**config.mk**
```make
export PLATFORM = sky130hd
export DESIGN_NAME = fp32_subtractor_flat
export DESIGN_NICKNAME = d
export VERILOG_FILES = /design/src/rtl/fp32_subtractor_if.sv /design/src/rtl/fp32_subtractor.sv /design/src/flat_wrapper.sv
export SDC_FILE = /design/constraint.sdc
export NUM_CORES = 1
export LEC_CHECK = 0
export ABC_AREA = 1
export BUFFER_PORTS_ARGS = -buffer_cell sky130_fd_sc_hd__buf_2
export CAP_MARGIN = 20
export CORE_UTILIZATION = 55
export DETAILED_ROUTE_END_ITERATION = 8
export GPL_TIMING_DRIVEN = 0
export PLACE_DENSITY = 0.76
export RECOVER_POWER = 50
export SLEW_MARGIN = 20
export SYNTH_ARGS = -nofsm -noshare
export SYNTH_HDL_FRONTEND = slang
export SYNTH_SLANG_ARGS = --single-unit
```
**constraint.sdc**
```tcl
create_clock -name clk_n -period 15.8 [get_ports clk_n]
set_input_delay 2.37 -clock clk_n [delete_from_list [all_inputs] [get_ports clk_n]]
set_output_delay 2.37 -clock clk_n [all_outputs]
set_load 0.02 [all_outputs]
```
**src/rtl/fp32_subtractor_if.sv**
```systemverilog
// Operand/result handshake bundle for the FP32 subtractor.
// Master drives operands and out_ready; slave returns in_ready, out_valid and Result.
interface fp32_subtractor_if #(
  parameter int WIDTH = 32
);
  logic             in_valid;
  logic             in_ready;
  logic [WIDTH-1:0] A;
  logic [WIDTH-1:0] B;
  logic             out_valid;
  logic             out_ready;
  logic [WIDTH-1:0] Result;

  modport master (
    output in_valid, A, B, out_ready,
    input  in_ready, out_valid, Result
  );

  modport slave (
    input  in_valid, A, B, out_ready,
    output in_ready, out_valid, Result
  );
endinterface

```
**src/rtl/fp32_subtractor.sv**
```systemverilog
// FP32 Result = A - B (denormals flushed, RNE), 3-stage pipe on the falling edge of clk_n.
// Latency 3 edges; one op per cycle; all stages stall together when Result is held unconsumed.
module fp32_subtractor #(
  parameter int WIDTH = 32
) (
  input  logic             clk_n,
  input  logic             rst_n,
  fp32_subtractor_if.slave io
);

  localparam logic [31:0] QNAN = 32'h7FC0_0000;

  typedef struct packed {
    logic        vld;
    logic        sign;
    logic [7:0]  exp;
    logic [7:0]  diff;
    logic [23:0] big_man;
    logic [23:0] small_man;
    logic        sub;
    logic        spec;
    logic [31:0] spec_val;
  } s1_t;

  typedef struct packed {
    logic        vld;
    logic        sign;
    logic [7:0]  exp;
    logic [27:0] sum;
    logic        spec;
    logic [31:0] spec_val;
  } s2_t;

  s1_t              s1_d, s1_q;
  s2_t              s2_d, s2_q;
  logic             out_valid_d, out_valid_q;
  logic [WIDTH-1:0] result_d, result_q;
  logic             advance;

  assign advance      = ~out_valid_q | io.out_ready;
  assign io.in_ready  = advance;
  assign io.out_valid = out_valid_q;
  assign io.Result    = result_q;

  function automatic logic [4:0] lzc27(input logic [26:0] v);
    logic [4:0] n;
    logic       hit;
    n   = 5'd0;
    hit = 1'b0;
    for (int i = 26; i >= 0; i--) begin
      if (!hit && v[i]) hit = 1'b1;
      else if (!hit)    n = n + 5'd1;
    end
    return n;
  endfunction

  // ---------------- stage 1: unpack, classify, swap ----------------
  logic        a_sign, b_sign;
  logic [7:0]  a_exp, b_exp;
  logic [22:0] a_frac, b_frac;
  logic        a_nan, b_nan, a_inf, b_inf;
  logic [30:0] a_mag, b_mag;
  logic        swap, eff_sub;

  always_comb begin
    a_sign  = io.A[31];
    b_sign  = ~io.B[31];
    a_exp   = io.A[30:23];
    b_exp   = io.B[30:23];
    a_frac  = (a_exp == 8'd0) ? 23'd0 : io.A[22:0];
    b_frac  = (b_exp == 8'd0) ? 23'd0 : io.B[22:0];
    a_nan   = (a_exp == 8'hFF) && (io.A[22:0] != 23'd0);
    b_nan   = (b_exp == 8'hFF) && (io.B[22:0] != 23'd0);
    a_inf   = (a_exp == 8'hFF) && (io.A[22:0] == 23'd0);
    b_inf   = (b_exp == 8'hFF) && (io.B[22:0] == 23'd0);
    a_mag   = {a_exp, a_frac};
    b_mag   = {b_exp, b_frac};
    swap    = b_mag > a_mag;
    eff_sub = a_sign ^ b_sign;

    s1_d           = '0;
    s1_d.vld       = io.in_valid;
    s1_d.sign      = swap ? b_sign : a_sign;
    s1_d.exp       = swap ? b_exp : a_exp;
    s1_d.diff      = swap ? (b_exp - a_exp) : (a_exp - b_exp);
    s1_d.big_man   = swap ? {b_exp != 8'd0, b_frac} : {a_exp != 8'd0, a_frac};
    s1_d.small_man = swap ? {a_exp != 8'd0, a_frac} : {b_exp != 8'd0, b_frac};
    s1_d.sub       = eff_sub;

    // Special outcomes are decided here and ride the pipe as a finished word.
    if (a_nan || b_nan || (a_inf && b_inf && eff_sub)) begin
      s1_d.spec     = 1'b1;
      s1_d.spec_val = QNAN;
    end else if (a_inf) begin
      s1_d.spec     = 1'b1;
      s1_d.spec_val = {a_sign, 8'hFF, 23'd0};
    end else if (b_inf) begin
      s1_d.spec     = 1'b1;
      s1_d.spec_val = {b_sign, 8'hFF, 23'd0};
    end else if ((a_mag == b_mag) && eff_sub) begin
      s1_d.spec     = 1'b1;
      s1_d.spec_val = 32'h0000_0000;
    end else if ((a_mag == 31'd0) && (b_mag == 31'd0)) begin
      // Only same-signed zeros reach here: keeps (-0) - (+0) negative.
      s1_d.spec     = 1'b1;
      s1_d.spec_val = {a_sign, 31'd0};
    end
  end

  // ---------------- stage 2: align and add/subtract ----------------
  logic [4:0]  sh;
  logic [26:0] small_ext, big_ext, aligned, shift_mask;

  always_comb begin
    sh         = (s1_q.diff > 8'd26) ? 5'd26 : s1_q.diff[4:0];
    small_ext  = {s1_q.small_man, 3'b000};
    big_ext    = {s1_q.big_man, 3'b000};
    shift_mask = (27'd1 << sh) - 27'd1;
    aligned    = small_ext >> sh;
    aligned[0] = aligned[0] | (|(small_ext & shift_mask));

    s2_d          = '0;
    s2_d.vld      = s1_q.vld;
    s2_d.sign     = s1_q.sign;
    s2_d.exp      = s1_q.exp;
    s2_d.spec     = s1_q.spec;
    s2_d.spec_val = s1_q.spec_val;
    s2_d.sum      = s1_q.sub ? ({1'b0, big_ext} - {1'b0, aligned})
                             : ({1'b0, big_ext} + {1'b0, aligned});
  end

  // ---------------- stage 3: normalize, round, pack ----------------
  logic [4:0]         lz;
  logic [26:0]        norm;
  logic signed [9:0]  e_norm, e_fin;
  logic               round_up;
  logic [24:0]        man_r;
  logic [22:0]        frac;

  always_comb begin
    lz = lzc27(s2_q.sum[26:0]);
    if (s2_q.sum[27]) begin
      norm   = {s2_q.sum[27:2], s2_q.sum[1] | s2_q.sum[0]};
      e_norm = $signed({2'b00, s2_q.exp}) + 10'sd1;
    end else begin
      norm   = s2_q.sum[26:0] << lz;
      e_norm = $signed({2'b00, s2_q.exp}) - $signed({5'd0, lz});
    end

    round_up = norm[2] & (norm[1] | norm[0] | norm[3]);
    man_r    = {1'b0, norm[26:3]} + {24'd0, round_up};
    e_fin    = e_norm + (man_r[24] ? 10'sd1 : 10'sd0);
    frac     = man_r[24] ? 23'd0 : man_r[22:0];

    out_valid_d = s2_q.vld;
    result_d    = result_q;
    if (s2_q.vld) begin
      if (s2_q.spec)               result_d = s2_q.spec_val;
      else if (e_fin >= 10'sd255)  result_d = {s2_q.sign, 8'hFF, 23'd0};
      else if (e_fin <= 10'sd0)    result_d = {s2_q.sign, 31'd0};
      else                         result_d = {s2_q.sign, e_fin[7:0], frac};
    end
  end

  always_ff @(negedge clk_n or negedge rst_n) begin
    if (!rst_n) begin
      s1_q        <= '0;
      s2_q        <= '0;
      out_valid_q <= 1'b0;
      result_q    <= '0;
    end else if (advance) begin
      s1_q        <= s1_d;
      s2_q        <= s2_d;
      out_valid_q <= out_valid_d;
      result_q    <= result_d;
    end
  end

endmodule

```
**src/flat_wrapper.sv**
```systemverilog
// flat-port wrapper written by rule: the top's interface ports become plain ports
module fp32_subtractor_flat 
#(
  parameter int WIDTH = 32
)
  (clk_n, rst_n, io_in_valid, io_A, io_B, io_out_ready, io_in_ready, io_out_valid, io_Result);
  fp32_subtractor_if #(.WIDTH(WIDTH)) io_i ();
  input  logic clk_n;
  input  logic rst_n;
  input wire logic [$bits(io_i.in_valid)-1:0] io_in_valid;
  input wire logic [$bits(io_i.A)-1:0] io_A;
  input wire logic [$bits(io_i.B)-1:0] io_B;
  input wire logic [$bits(io_i.out_ready)-1:0] io_out_ready;
  output wire logic [$bits(io_i.in_ready)-1:0] io_in_ready;
  output wire logic [$bits(io_i.out_valid)-1:0] io_out_valid;
  output wire logic [$bits(io_i.Result)-1:0] io_Result;
  assign io_i.in_valid = io_in_valid;
  assign io_i.A = io_A;
  assign io_i.B = io_B;
  assign io_i.out_ready = io_out_ready;
  assign io_in_ready = io_i.in_ready;
  assign io_out_valid = io_i.out_valid;
  assign io_Result = io_i.Result;
  fp32_subtractor #(.WIDTH(WIDTH)) u_core (.clk_n(clk_n), .rst_n(rst_n), .io(io_i));
endmodule
```
; Yosys cells after proc, flatten, opt, wreduce, memory -nomap -nowiden
; Index checks and enable logic that the tools add are counted.
[totals]
regBits = 204
output_inout_bits = 34
wordCells = 246
[classes]
add_sub_neg = 35
n_lt_le_gt_ge = 4
n_eq_ne = 3
n_shift = 3
n_mux = 100
n_bitwise = 10
n_reduce_logical = 74
[op_table]
columns = cell, n
row1 = $mux 5, 53
row2 = $mux 33, 5
row3 = $add 5x1->5 const B, 25
row4 = $mux 23, 3
row5 = $logic_not 31->1, 2
row6 = $mux 31, 2
row7 = $mux 24, 2
row8 = $logic_not 23->1, 2
row9 = $reduce_bool 23->1, 2
row10 = $logic_and 1x1->1, 34
row11 = $mux 32, 1
row12 = $eq 31x31->1, 1
row13 = $gt 31x31->1, 1
row14 = $mux 1, 29
row15 = $add 27x27->28, 1
row16 = $mux 28, 1
row17 = $sub 27x27->28, 1
row18 = $and 27x27->27, 1
row19 = $mux 27, 1
row20 = $reduce_or 27->1, 1
row21 = $shl 1x5->27 const A, 1
row22 = $shl 27x5->27, 1
row23 = $shr 27x5->27, 1
row24 = $sub 27x1->27 const B, 1
row25 = other kinds (21), 57

; Logic depth before layout (Yosys ltp)
[depth]
depth_word = 91
ltp_mapped = 120

==> impl_summary.md <==
Status
The flow ran to the end, but the final reports show violations. The checks that failed: max-capacitance violations, max-slew violations, negative setup slack.

Clocking
The clock transition at the registers of the reported paths is around 50 ps. The number of sinks driven by the clock tree is 146. The number of buffers on the longest clock path is 2. The insertion delay of the later-clocked pin in the worst-skew pair is 430 ps. In this run the clock root is driven by a clkbuf_16. The maximum level of the CTS H-tree is 4.

The number of buffers added by the clock tree synthesis step is 17. Hold repair after CTS inserted 0 buffers. The CTS tree is yes.

Routing
The number of iterations in the first detailed-routing pass is 8. The detail-routed via count per cell is roughly 5.9. The DRC violation count after routing is 0.

The routed layout has between 20k and 25k vias. The detail route stage leaves a number of antenna-violating nets equal to 0. The routed design has between 60 and 70 mm of wire. For this block, the initial DRC count from the detailed router was about 2.2k. Dividing the detail-routed wire length by the instance count gives 18.7 µm.

Floorplanning
The overall die width is 179 µm. For this configuration, the core starts out at a cell density of a little under three fifths. Measured along the y axis, the die boundary spans between 150 and 200 µm.

In this run the count of I/O pins placed on the die edge is ~100. The core area is between 30000 and 40000 µm². The count of standard-cell rows is 64. The floorplan step defined a die boundary enclosing between 30000 and 40000 µm².

Critical path
The worst setup path is launched from a flip-flop. The critical register-to-register path endpoint is u_core.io.Result[6]. The largest stage delay on the critical path is around 540 ps. Counting cells, the worst reg-to-reg path comes to 124. The arrival time of data at the critical path endpoint is around 25000 ps.

The worst setup path is of the reg -> reg kind. The required time of the critical path is about 24000 ps. The launch instance of the worst register-to-register path is u_core.s2_q[59]. Among cell families on the critical path, the largest total delay comes from buffers and inverters. The biggest fanout along the worst timing path is 10. The critical-path cell with the highest stage delay is dfrtn_1. The most frequent cell on the critical path is buf_4. The worst-case register-to-register setup slack is -840 ps. The critical path contains buffers and inverters numbering between 50 and 60 combined. The nature of the critical path endpoint is a flip-flop.

Timing
For the pin with the worst max-slew slack, the measured transition is ~4700 ps. The final period utilization is 105%. Headroom to the max-slew limit came out at -211%. Clock skew on the completed layout was measured at around 16 ps. Setup violations remaining at the end of the flow were counted as 31.

The total count of max-transition violations in the final report was 149. Setup repair after global routing could not meet its margin everywhere. The final setup slack of the worst path is -837 ps. The final number of hold-violating endpoints is 0.

Based on the critical path, the design can be clocked at up to 60.1 MHz. The clock period minus final worst setup slack is between 15000 and 20000 ps. The final-layout worst hold slack is between 400 and 500 ps.

Place
The worst setup timing slack at the placement stage is -2090 ps. During placement, the flow inserted port buffers numbering 101. The HPWL after detailed placement is around 47 mm.

The placer's final routability congestion estimate is approximately 1.0.

Synth
Sorting the synthesized cells by area gives the leading types as dfrtn_1, nand2_1, ha_1. The most instantiated library cell after synthesis is nand2_1. The total nets after synthesis is roughly 3k. The mapped netlist covers 17200 µm². The most common flop cell mapped by yosys is dfrtn_1. The number of library cell types mapped by synthesis is 67.

Of the synthesized area, sequential elements account for 21.3%. The top cell type by area accounts for approximately a fifth of the synthesized area. By count the netlist is led by nand2_1, inv_1, o21ai_0. The mean instance size in the synthesized netlist is approximately 6.1 µm². The number of warnings reported in the yosys synthesis log is 0. Synthesis inferred roughly 150 register bits. Counting flops with a built-in enable in the synthesized netlist gives 0.

After synthesis, the share of flip-flops with an asynchronous set or reset is 100%. The synthesized design spends more area on one cell type than any other, namely dfrtn_1. The cell count after synthesis came out at between 2k and 3k.

Power and ir drop
The analysis attributes to cell leakage a power of 10.5 nW. For this design the total switching power over the nets is about 2.2 mW. The cell area power density is roughly 190 nW/µm².

The share of total power dissipated in combinational logic is between 70 and 80%. The switching share of total power is between 50% and 60%. The internal power of the cells is 1.84 mW. Across the VDD grid, the largest voltage drop is about 0.00010 V. Per report_power, the clock group accounts for ~11% of the total.

Sequential cells burn between 15 and 20% of the power.

GRT
The first global-routing pass estimated approximately 100 mm of wire. Global routing consumed, over all layers together, about 40% of the routing resources. Entering global routing, the biggest net connects between 80 and 90 pins. Global routing finished with a remaining overflow of 0. The number of global-route vias before repair is around 19k. The number of antenna violations at the first check in global routing is 0.

Layout
The number of nets at the end of the flow is ~3.3k. The number of antenna diodes in the final layout is 0. The area growth from synthesis to layout is 20.8%. The fraction of layout instances using a drive strength above 1 is roughly 18%.

Worst hold path
In this run the worst hold path is classified as reg -> reg. The path with the worst hold slack has its endpoint at u_core.io.Result[19]. The worst hold path was traced through 2 stages. The worst hold path begins at u_core.io.Result[19].

Job
Max-cap violations in this run came to 2.
[worst max-delay path by stage]
stage / cells after the start / slack [ps] / start / to
floorplan: 115 / 60 / u_core.s2_q[59] / u_core.io.Result[22]
global placement: 116 / -1490 / u_core.s2_q[59] / u_core.io.Result[17]
detailed placement: 116 / -2090 / u_core.s2_q[59] / u_core.io.Result[17]
CTS: 116 / -280 / u_core.s2_q[59] / u_core.io.Result[10]
global route: 114 / -1630 / u_core.s2_q[59] / u_core.io.Result[8]
finish: 124 / -840 / u_core.s2_q[59] / u_core.io.Result[6]
[logic make-up after synthesis]
| family | after synthesis | synth area share, % |
|---|---|---|
| AO/OA/AOI/OAI | 574 | 18.7 |
| XOR/XNOR | 64 | 3.34 |
| adder cells (fa/ha/maj) | 125 | 9.27 |
| buffers and inverters | 517 | 11.8 |
| flip-flops | 146 | 21.3 |
| multiplexers | 8 | 0.466 |
| AND/OR/NAND/NOR | 1377 | 35.1 |
[worst min-delay path, cell delays in order, from the launching register on]
cell and delay [ps]:
dfrtn_1 400, nand2_1 50, nand2_1 50
[through the flow]
stage / power [mW] / cell area [µm²] / cells / util (%) / TNS (ps)
finish: 4.03 / 20800 / 3475 / 67.7 / -22430
CTS: 3.67 / 20300 / 3458 / 66.1 / -6750
floorplan: 2.21 / 17400 / 2811 / - / 0
global route: 4.30 / 20800 / 3475 / 67.7 / -48080
global placement: 2.79 / 18400 / 3308 / 59.9 / -42180
detailed placement: 2.84 / 18400 / 3309 / 60.0 / -59940
[cell type report]
| type | instances | area [µm²] |
|---|---|---|
| sequential | 146 | 3650 |
| multi-input combinational | 2148 | 12400 |
| timing repair buffer | 236 | 1530 |
| buffer | 111 | 532 |
| tap | 396 | 495 |
| inverter | 406 | 1550 |
| clock inverter | 15 | 194 |
| clock buffer | 17 | 425 |
| fill | 2676 | 9900 |
[placed cells by master (no fill, tap or decap), types with 80 or more instances in the layout]
cell      instances
nand2_1         741
inv_1           354
o21ai_0         243
nor2_1          236
nand3_1         175
dfrtn_1         146
buf_4           137
a21oi_1         122
buf_2           107
ha_1            102
clkbuf_1         80
[layer usage]
metal  vias up  global-route usage (%)  part of all wire [%]
li1       9711                       -                     -
met1      9423                    45.2                    38
met2      1083                    70.4                    48
met3       292                    4.94                   7.0
met4         0                    23.0                   6.9
met5         -                       0                     0
[state kept, by name, summed over array words and instances (netlist names)]
signal               count
u_core.io.out_valid      1
u_core.s2_q             41
u_core.big_ext          24
u_core.out_valid_d       1
u_core.s1_q             47
u_core.io.Result        32
[power groups by stage]
stage	clock network [mW]	registers, mW	logic [mW]
2_1_floorplan	0	0.685	1.53
3_3_place_gp	0	0.712	2.07
3_5_place_dp	0	0.717	2.12
4_1_cts	0.439	0.712	2.52
5_1_grt	0.454	0.733	3.11
6_report	0.442	0.724	2.87
[what timing repair did]
action	CTS	global route
pin swaps	96	55
gates resized for setup	112	90
cloned	2	0
endpoints found under the hold margin	0	0
setup endpoints to repair	31	31
buffers inserted	116	18
No activity file was read; power rests on OpenSTA's default activity.
